--- src/rtl/stm32_bus_engine.sv ---
// STM32 parallel-bus command engine: byte-serial echo/param/status/TX/RX-IQ transactions plus RX frame FIFO.
// Byte k of a transaction moves at edge S+1+k; IQ_valid has no backpressure, a full FIFO drops and flags fifo_ovf.
module stm32_bus_engine #(
    parameter int SAMPLE_W   = 16,
    parameter int NCH        = 2,
    parameter int FIFO_DEPTH = 8,
    parameter int NPARAM     = 10,
    parameter int NSTATUS    = 5,
    parameter logic [NPARAM*8-1:0] PARAM_RESET = '0
) (
    input  logic                        clk_in,
    input  logic                        reset_in,
    input  logic                        DATA_SYNC,
    input  logic [7:0]                  DATA_BUS_IN,
    output logic [7:0]                  DATA_BUS_OUT,
    output logic                        DATA_BUS_OE,
    input  logic                        IQ_valid,
    input  logic [NCH*2*SAMPLE_W-1:0]   IQ_data,
    input  logic [NSTATUS*8-1:0]        status_in,
    output logic [NPARAM*8-1:0]         params,
    output logic                        params_stb,
    output logic signed [SAMPLE_W-1:0]  TX_I,
    output logic signed [SAMPLE_W-1:0]  TX_Q,
    output logic                        tx_stb,
    output logic [6:0]                  fifo_level,
    output logic                        fifo_ovf,
    output logic                        bad_cmd,
    output logic [3:0]                  stage_debug
);
    localparam int SB    = SAMPLE_W / 8;
    localparam int FW    = NCH * 2 * SAMPLE_W;
    localparam int RIQ_N = 1 + NCH * 2 * SB;
    localparam int AW    = $clog2(FIFO_DEPTH);
    localparam int CW    = 16;
    localparam logic [CW-1:0] PAR_LAST  = CW'(NPARAM - 1);
    localparam logic [CW-1:0] STAT_LAST = CW'(NSTATUS - 1);
    localparam logic [CW-1:0] TX_LAST   = CW'(2 * SB - 1);
    localparam logic [CW-1:0] RIQ_LAST  = CW'(RIQ_N - 1);
    localparam logic [CW-1:0] ECHO_LAST = CW'(1);

    typedef enum logic [3:0] {
        S_IDLE  = 4'd0,
        S_ECHO  = 4'd1,
        S_WPAR  = 4'd2,
        S_RSTAT = 4'd3,
        S_WTX   = 4'd4,
        S_RIQ   = 4'd5,
        S_DONE  = 4'd6
    } state_t;

    state_t                 state, state_nxt;
    logic [CW-1:0]          cnt;
    logic [NPARAM*8-1:0]    par_sh, par_nxt;
    logic [2*SAMPLE_W-1:0]  tx_sh, tx_nxt;
    logic [NSTATUS*8-1:0]   stat_snap;
    logic [RIQ_N*8-1:0]     hold;
    logic [FW-1:0]          pay, rd_frame;
    logic [7:0]             echo_q, hdr;
    logic [FW-1:0]          mem [FIFO_DEPTH];
    logic [AW-1:0]          wr_ptr, rd_ptr;
    logic [6:0]             lvl_nxt;
    logic                   empty, full, pop_req, do_pop, push_ok, ovf_evt;
    logic                   par_commit, tx_commit, bad;

    assign stage_debug = state;

    always_comb begin
        state_nxt  = state;
        pop_req    = 1'b0;
        par_commit = 1'b0;
        tx_commit  = 1'b0;
        bad        = 1'b0;
        if (DATA_SYNC) begin
            // a new sync always wins: the running transaction is dropped uncommitted
            case (DATA_BUS_IN)
                8'd0:    state_nxt = S_ECHO;
                8'd1:    state_nxt = S_WPAR;
                8'd2:    state_nxt = S_RSTAT;
                8'd3:    state_nxt = S_WTX;
                8'd4: begin
                    state_nxt = S_RIQ;
                    pop_req   = 1'b1;
                end
                default: begin
                    state_nxt = S_IDLE;
                    bad       = 1'b1;
                end
            endcase
        end else begin
            case (state)
                S_ECHO:  if (cnt == ECHO_LAST) state_nxt = S_DONE;
                S_WPAR:  if (cnt == PAR_LAST) begin
                    state_nxt  = S_DONE;
                    par_commit = 1'b1;
                end
                S_RSTAT: if (cnt == STAT_LAST) state_nxt = S_DONE;
                S_WTX:   if (cnt == TX_LAST) begin
                    state_nxt = S_DONE;
                    tx_commit = 1'b1;
                end
                S_RIQ:   if (cnt == RIQ_LAST) state_nxt = S_DONE;
                default: ;
            endcase
        end
    end

    always_ff @(posedge clk_in or posedge reset_in) begin
        if (reset_in) state <= S_IDLE;
        else          state <= state_nxt;
    end

    always_comb begin
        par_nxt = par_sh;
        par_nxt[{cnt, 3'b000} +: 8] = DATA_BUS_IN;
        // first TX byte lands in the MSB so the final vector reads {Q, I}
        tx_nxt = tx_sh;
        tx_nxt[{TX_LAST - cnt, 3'b000} +: 8] = DATA_BUS_IN;
    end

    assign empty    = (fifo_level == 7'd0);
    assign full     = (fifo_level == 7'(FIFO_DEPTH));
    assign do_pop   = pop_req & ~empty;
    assign push_ok  = IQ_valid & (~full | do_pop);
    assign ovf_evt  = IQ_valid & full & ~do_pop;
    assign lvl_nxt  = fifo_level + {6'd0, push_ok} - {6'd0, do_pop};
    assign hdr      = {fifo_ovf, empty, lvl_nxt[5:0]};
    assign rd_frame = mem[rd_ptr];

    always_comb begin
        pay = '0;
        for (int c = 0; c < NCH; c++) begin
            for (int b = 0; b < SB; b++) begin
                pay[(c*2*SB + b)*8 +: 8]      = rd_frame[c*2*SAMPLE_W + (SB-1-b)*8 +: 8];
                pay[(c*2*SB + SB + b)*8 +: 8] = rd_frame[c*2*SAMPLE_W + SAMPLE_W + (SB-1-b)*8 +: 8];
            end
        end
    end

    always_ff @(posedge clk_in) begin
        if (push_ok) mem[wr_ptr] <= IQ_data;
    end

    always_ff @(posedge clk_in or posedge reset_in) begin
        if (reset_in) begin
            wr_ptr     <= '0;
            rd_ptr     <= '0;
            fifo_level <= '0;
            fifo_ovf   <= 1'b0;
        end else begin
            if (push_ok) wr_ptr <= wr_ptr + 1'b1;
            if (do_pop)  rd_ptr <= rd_ptr + 1'b1;
            fifo_level <= lvl_nxt;
            if (ovf_evt)      fifo_ovf <= 1'b1;
            else if (pop_req) fifo_ovf <= 1'b0;
        end
    end

    always_ff @(posedge clk_in or posedge reset_in) begin
        if (reset_in) begin
            cnt          <= '0;
            par_sh       <= '0;
            tx_sh        <= '0;
            stat_snap    <= '0;
            hold         <= '0;
            echo_q       <= '0;
            params       <= PARAM_RESET;
            params_stb   <= 1'b0;
            TX_I         <= '0;
            TX_Q         <= '0;
            tx_stb       <= 1'b0;
            bad_cmd      <= 1'b0;
            DATA_BUS_OUT <= '0;
            DATA_BUS_OE  <= 1'b0;
        end else begin
            params_stb <= par_commit;
            tx_stb     <= tx_commit;
            bad_cmd    <= bad;
            if (par_commit) params <= par_nxt;
            if (tx_commit) begin
                TX_Q <= tx_nxt[2*SAMPLE_W-1:SAMPLE_W];
                TX_I <= tx_nxt[SAMPLE_W-1:0];
            end
            if (DATA_SYNC) begin
                cnt         <= '0;
                DATA_BUS_OE <= (DATA_BUS_IN == 8'd2) || (DATA_BUS_IN == 8'd4);
                if (DATA_BUS_IN == 8'd2) stat_snap <= status_in;
                if (pop_req) begin
                    hold[7:0]         <= hdr;
                    hold[RIQ_N*8-1:8] <= empty ? '0 : pay;
                end
            end else begin
                case (state)
                    S_ECHO: begin
                        cnt <= cnt + 1'b1;
                        if (cnt == '0) begin
                            echo_q <= DATA_BUS_IN;
                        end else begin
                            DATA_BUS_OUT <= echo_q;
                            DATA_BUS_OE  <= 1'b1;
                        end
                    end
                    S_WPAR: begin
                        cnt    <= cnt + 1'b1;
                        par_sh <= par_nxt;
                    end
                    S_RSTAT: begin
                        cnt          <= cnt + 1'b1;
                        DATA_BUS_OUT <= stat_snap[{cnt, 3'b000} +: 8];
                    end
                    S_WTX: begin
                        cnt   <= cnt + 1'b1;
                        tx_sh <= tx_nxt;
                    end
                    S_RIQ: begin
                        cnt          <= cnt + 1'b1;
                        DATA_BUS_OUT <= hold[{cnt, 3'b000} +: 8];
                    end
                    default: ;
                endcase
            end
        end
    end
endmodule
--- config.mk ---
export PLATFORM = sky130hd
export DESIGN_NAME = stm32_bus_engine
export DESIGN_NICKNAME = d
export VERILOG_FILES = /design/src/rtl/stm32_bus_engine.sv
export SDC_FILE = /design/constraint.sdc
export NUM_CORES = 1
export LEC_CHECK = 0
export CORE_UTILIZATION = 59
export DETAILED_ROUTE_END_ITERATION = 12
export PLACE_DENSITY = 0.85
export SYNTH_ARGS = -nofsm -noshare
export SYNTH_HDL_FRONTEND = slang
export SYNTH_SLANG_ARGS = --single-unit
--- constraint.sdc ---
create_clock -name clk_in -period 15.3 [get_ports clk_in]
set_input_delay 1.53 -clock clk_in [delete_from_list [all_inputs] [get_ports clk_in]]
set_output_delay 1.53 -clock clk_in [all_outputs]
set_load 0.02 [all_outputs]
==> results of run 1 <==
-- cell type report --
class                   count  area (µm²)  share of cell area
inverters                  47         184             0.00418
flip-flops and latches    901       25100               0.571
clock inverters            43         400             0.00910
repair buffers            283        2780              0.0631
clock buffers             117        2430              0.0553
diodes                      6        15.0            0.000341
well taps                 846        1060              0.0241
multi-input cells        1447       12000               0.273
-- final timing paths --
check / start / endpoint / slack (ps) / cells after the start
setup / recovery: DATA_BUS_IN[5] / mem[0][59]$_DFFE_PP_ / 9330 / 12
hold / removal: TX_Q[13]$_DFFE_PP0P_ / TX_Q[13]$_DFFE_PP0P_ / 470 / 2
setup reg to reg: cnt[0]$_DFFE_PP0P_ / par_sh[20]$_DFFE_PP0P_ / 10170 / 9
hold reg to reg: TX_Q[13]$_DFFE_PP0P_ / TX_Q[13]$_DFFE_PP0P_ / 470 / 2
max in group asynchronous: reset_in / params[8]$_DFFE_PP0P_ / 11950 / 3
min in group asynchronous: reset_in / TX_I[13]$_DFFE_PP0P_ / 1470 / 2
-- power by group --
group / internal [mW] / leakage, nW / switching, mW
registers: 2.80 / 9.90 / 0.0989
logic: 0.241 / 5.34 / 0.391
clock network: 1.18 / 1.39 / 0.945
total: 4.23 / 16.6 / 1.43
-- flip-flops by register name, summed over array words and instances, names as in the netlist --
name,flops
DATA_BUS_OE,1
DATA_BUS_OUT,8
TX_I,16
TX_Q,16
bad_cmd,1
cnt,16
echo_q,8
fifo_level,7
fifo_ovf,1
hold,72
mem,512
par_sh,80
params,80
params_stb,1
rd_ptr,3
stage_debug,3
stat_snap,40
tx_sh,32
tx_stb,1
wr_ptr,3
-- Yosys cell counts (all sizes together), types with 3 or more instances --
cell / n
edfxtp: 512
dfrtp: 389
nand2: 282
nand3: 153
mux4: 144
clkbuf: 134
o21ai: 131
mux2: 128
mux2i: 123
o211ai: 90
nor2: 77
inv: 45
buf: 40
nor3: 31
a21oi: 25
a31oi: 22
ha: 20
xnor2: 19
xor2: 18
and3: 17
and2: 16
nor4: 12
or3: 11
nand4: 10
o22ai: 10
or2: 9
a31o: 8
nor2b: 8
and4: 7
a211oi: 6
or4: 6
a2111oi: 5
a211o: 5
o211a: 5
or4b: 5
nand3b: 4
nor3b: 4
o21a: 4
nand2b: 3
nand4b: 3
o31ai: 3
-- metrics by stage --
step,cell area (µm²),hold WS [ps]
after global routing,44000,500
after CTS,44000,476
after global placement,41200,453
final,44000,474
after detailed placement,41200,463
after floorplan,38000,434
-- metal layers --
layer	vias up	wire, µm	part of all wire	track usage
met5	-	31	0.00032	0
met4	4	4270	0.044	0.142
met3	301	7900	0.081	0.0584
met2	1344	50000	0.51	0.511
met1	12100	35300	0.36	0.376
li1	10100	-	-	-
-- logic make-up (layout without fill, tap and decap cells) --
| family | Yosys count | in the layout | synth area share |
|---|---|---|---|
| simple gates | 663 | 663 | 0.0849 |
| compound gates | 329 | 329 | 0.0577 |
| fa+ha+maj | 21 | 21 | 0.00712 |
| other cells | 1 | 7 | 0.0000988 |
| mux | 395 | 395 | 0.156 |
| flops | 901 | 901 | 0.662 |
| buf+inv | 221 | 490 | 0.0237 |
| xor+xnor | 38 | 38 | 0.00913 |
-- critical path, delay by kind of cell --
family | cells | cell delay (ps)
AO/OA/AOI/OAI | 1 | 250
AND/OR/NAND/NOR | 6 | 2070
buffers and inverters | 5 | 2280
==> impl_metrics.tcl, run 1 <==
set metrics [dict create \
    status "finished, final reports clean" \
    netlist-cell-type-count 76 \
    fmax_mhz 168 \
    worst_setup_hold_path_clk_slew_ps 60 \
    yosysTopAreaCellShare 0.405 \
    total_wirelength_of_the_detailed_routed_design_um 97500 \
    cts_post_setup_buffers_inserted 0 \
    route.detailed.drc 0 \
    grt_start_max_net_pins 151 \
    grt_antenna_before_repair 8 \
    num_rows 92 \
    syn_nets 2706 \
    vias_in_the_first_global_route 24700 \
    area_delta_synth_final_pct 15.9 \
    final.fill_count 3955 \
    ys_dominant_reg_cell "sky130_fd_sc_hd__edfxtp_1" \
    max_cap_viol_count 0 \
    chipWidth_um 256 \
    yosys_warnings 0 \
    worst_slew_pin_slew_ps 1360 \
    critical_path.max_stage_delay_ps 710 \
    h_tree_lvl_count 3 \
    vias_per_cell 6.46 \
    total_power_mw 5.66 \
    critPathLaunchType "input port" \
    final_hold_viol_count 0 \
    mostFrequentLayoutCell "sky130_fd_sc_hd__edfxtp_1" \
    asr_flop_ratio_synth 0.432 \
    critical_path_peak_fanout 67 \
    cellPowerDensity_mw_per_mm2 129 \
    place.detailed.hpwl_um 57300 \
    core-area_mm2 0.0633 \
    worst_ep_arrival_time_ps 6230 \
    most-common-layout-cells "sky130_fd_sc_hd__edfxtp_1, sky130_fd_sc_hd__dfrtp_1, sky130_fd_sc_hd__nand2_1" \
    synth_largest_area_cell "sky130_fd_sc_hd__edfxtp_1" \
    post_synth_inst_count 2569 \
    finClkSkew_ps 49.4 \
    dr.pass1.iters 6 \
    tritoncts "done" \
    routedWlPerCell_um 26.4 \
    grt_setup_unrepaired "false" \
    tritoncts.num_buffers 89 \
    vias 23800 \
    netlist_top_cells_area "sky130_fd_sc_hd__edfxtp_1, sky130_fd_sc_hd__dfrtp_1, sky130_fd_sc_hd__mux4_2" \
    initial_utilization 0.599 \
    post_synth_instance_area_mm2 0.0380 \
    place.port_buffers 250 \
    place_ws_ps 8830 \
    worst-setup-path-type "input port to flip-flop" \
    gr-total-overflow 0 \
    ratio_of_cells_with_drive_above_1_in_the_final_layout 0.174 \
    io_pins 252 \
    cp_data_required_time_ps 15570 \
    cp-end-kind "flip-flop" \
    post_synth.cell_area_avg_um2 14.8 \
    final_cells 3690 \
    synth.yosys.seq_area_share 0.662 \
    maxSlewViolCount 0 \
    floorplan.die.height_um 256 \
    power_leakage_nw 16.6 \
    die-area_mm2 0.0653 \
    finalWeightedCongestion 0.950 \
    post_cts_hold_buffer_count 0 \
    cts.repair.resized 0 \
    finalNetCount 2906 \
    first_pass_grt_wire_length_um 149000 \
    yosys_register_bits 901 \
    cts_max_path_buffers 3 \
    fin_crit_sh 0.390 \
    cp_common_cell "sky130_fd_sc_hd__buf_4" \
    setup_slack_ps 9330 \
    antenna_left 0 \
    place_inst 3524 \
    crit_path_top_delay_cell "sky130_fd_sc_hd__buf_4" \
    clkSinkCount 901 \
    crit_chain "clkdlybuf4s50_1, or4_1, nor3_1, and2_1, nand2_2, buf_4, inv_1, o21a_1, nand2b_1, nor3_2, buf_4, buf_4" \
    track_usage 0.301 \
    setup_viol_count_final 0 \
    clk_latency_ps 680 \
    post_route_core_utilization 0.695 \
    synth_edf_count 512 \
    hp-class "flip-flop to flip-flop" \
    ctsRootBufferMaster "sky130_fd_sc_hd__clkbuf_16" \
    post-route-min-period_ps 5970 \
    drt_iter0_markers 2587 \
    max-vdd-ir-drop_uv 112 \
    setup-tns-final_ps 0 \
    timing.slew.headroom 0.0872 \
]
Power figures use the tool's default switching activity.
==> run 2: changes to the inputs <==
Settings changed: CORE_UTILIZATION 59 to 53, PLACE_DENSITY 0.85 to 0.81.
Clock period 15.3 ns to 4.8 ns, I/O delays scaled along.
==> impl_metrics.tcl, run 2 (same netlist as run 1, synthesis figures left out) <==
set metrics [dict create \
    status "finished, final reports clean" \
    worst_reg_to_reg_cells 9 \
    core-area_mm2 0.0704 \
    fmax_mhz 239 \
    initial_utilization 0.539 \
    net_switching_power_of_the_design_mw 4.61 \
    crit_chain "inv_1, ha_1, or3b_2, nor4_1, xor2_1, or4_2, buf_12, nor3_4, mux2_2" \
    post-route-min-period_ps 4180 \
    cellInternalPower_mw 14.0 \
    chipWidth_um 270 \
    cp_top_family "simple AND/OR/NAND/NOR gates" \
    ratio_of_cells_with_drive_above_1_in_the_final_layout 0.189 \
    cts_max_path_buffers 3 \
    worst_slew_pin_slew_ps 1290 \
    share_clk_of_total_power 0.394 \
    power_leakage_nw 16.9 \
    finalWeightedCongestion 0.916 \
    reg2reg_to "par_sh[59]$_DFFE_PP0P_" \
    io_pins 252 \
    final_hold_viol_count 0 \
    post_route_core_utilization 0.636 \
    cp-end-kind "flip-flop" \
    vias_in_the_first_global_route 24400 \
    critical_path.max_stage_delay_ps 850 \
    num_rows 97 \
    most-common-layout-cells "sky130_fd_sc_hd__edfxtp_1, sky130_fd_sc_hd__dfrtp_1, sky130_fd_sc_hd__nand2_1" \
    ctsRootBufferMaster "sky130_fd_sc_hd__clkbuf_16" \
    largest-register "mem" \
    area_delta_synth_final_pct 17.9 \
    finalNetCount 2936 \
    dr.pass1.iters 7 \
    setup-tns-final_ps 0 \
    power.share.sequential 0.494 \
    worstPathBufferInverterCount 2 \
    place.port_buffers 250 \
    comb_power_share 0.112 \
    worst_setup_hold_path_clk_slew_ps 60 \
    vias_per_cell 6.19 \
    worst_r2r_startpoint "cnt[3]$_DFFE_PP0P_" \
    switching_share 0.247 \
    largest_register_ff_count 512 \
    hold_worst_slack_ps 281 \
    cp_data_required_time_ps 5340 \
    worst_ep_arrival_time_ps 4720 \
    largest_registers "mem x512, par_sh x80, params x80" \
    cts.repair.resized 0 \
    crit_path_top_delay_cell "sky130_fd_sc_hd__or4_2" \
    track_usage 0.265 \
    place_inst 3647 \
    fin_crit_sh 0.871 \
    die-area_mm2 0.0727 \
    grt_start_max_net_pins 165 \
    critical_path_peak_fanout 50 \
    max_cap_viol_count 0 \
    antenna_left 0 \
    place.detailed.hpwl_um 59000 \
    critPathLaunchType "flip-flop" \
    floorplan.die.height_um 270 \
    post_cts_hold_buffer_count 0 \
    max-vdd-ir-drop_uv 328 \
    route.detailed.drc 0 \
    timing.slew.headroom 0.131 \
    reg2reg_slack_ps 620 \
    worst-setup-path-type "flip-flop to flip-flop" \
    routedWlPerCell_um 25.0 \
    drt_iter0_markers 2395 \
    grt_setup_unrepaired "false" \
    vias 23600 \
    grt_antenna_before_repair 7 \
    tritoncts.num_buffers 90 \
    cts_post_setup_buffers_inserted 0 \
    setup_viol_count_final 0 \
    final_cells 3814 \
    mostFrequentLayoutCell "sky130_fd_sc_hd__edfxtp_1" \
    clkSinkCount 901 \
    maxSlewViolCount 0 \
    cellPowerDensity_mw_per_mm2 416 \
    gr-total-overflow 0 \
    hp-class "input port to asynchronous set/reset pin" \
    total_wirelength_of_the_detailed_routed_design_um 95300 \
    total_power_mw 18.6 \
    finClkSkew_ps 40.7 \
    clk_latency_ps 670 \
    tritoncts "done" \
    first_pass_grt_wire_length_um 147000 \
    h_tree_lvl_count 3 \
]
-- run 2: cell type report --
cell class / count / area [µm²]
fill: 4821 / 25600
clock buffer: 122 / 2530
multi-input combinational: 1447 / 12000
sequential: 901 / 25100
inverter: 47 / 180
clock inverter: 41 / 612
antenna: 4 / 10.0
tap: 940 / 1180
timing repair buffer: 312 / 3110
-- run 2: through the flow --
step	setup slack, ps	cell area [µm²]
after CTS	654	44800
final	618	44800
after detailed placement	341	41600
after floorplan	-912	38000
after global placement	358	41600
after global routing	411	44800
-- run 2: how the worst max path moves through the flow --
stage,end,cells past startpoint,start
6_report,par_sh[59]$_DFFE_PP0P_,9,cnt[3]$_DFFE_PP0P_
5_1_grt,par_sh[10]$_DFFE_PP0P_,9,cnt[3]$_DFFE_PP0P_
4_1_cts,par_sh[11]$_DFFE_PP0P_,9,cnt[3]$_DFFE_PP0P_
3_5_place_dp,hold[4]$_DFFE_PP0P_,17,DATA_BUS_IN[4]
3_3_place_gp,fifo_level[6]$_DFF_PP0_,18,DATA_BUS_IN[4]
2_1_floorplan,DATA_BUS_OE$_DFFE_PP0P_,1,reset_in
-- run 2: routing by layer --
metal / GRT usage / vias up / part of all wire
li1: - / 10200 / -
met4: 0.0930 / 6 / 0.030
met5: 0 / - / 0.00041
met2: 0.446 / 1152 / 0.51
met3: 0.0436 / 196 / 0.077
met1: 0.349 / 12100 / 0.38
-- run 2: power groups by stage --
stage / combinational, mW / sequential (mW) / clock [mW]
2_1_floorplan: 1.22 / 9.32 / 0
3_3_place_gp: 2.00 / 9.28 / 0
3_5_place_dp: 2.06 / 9.34 / 0
4_1_cts: 2.09 / 9.21 / 7.42
5_1_grt: 2.23 / 9.25 / 7.73
6_report: 2.08 / 9.20 / 7.35
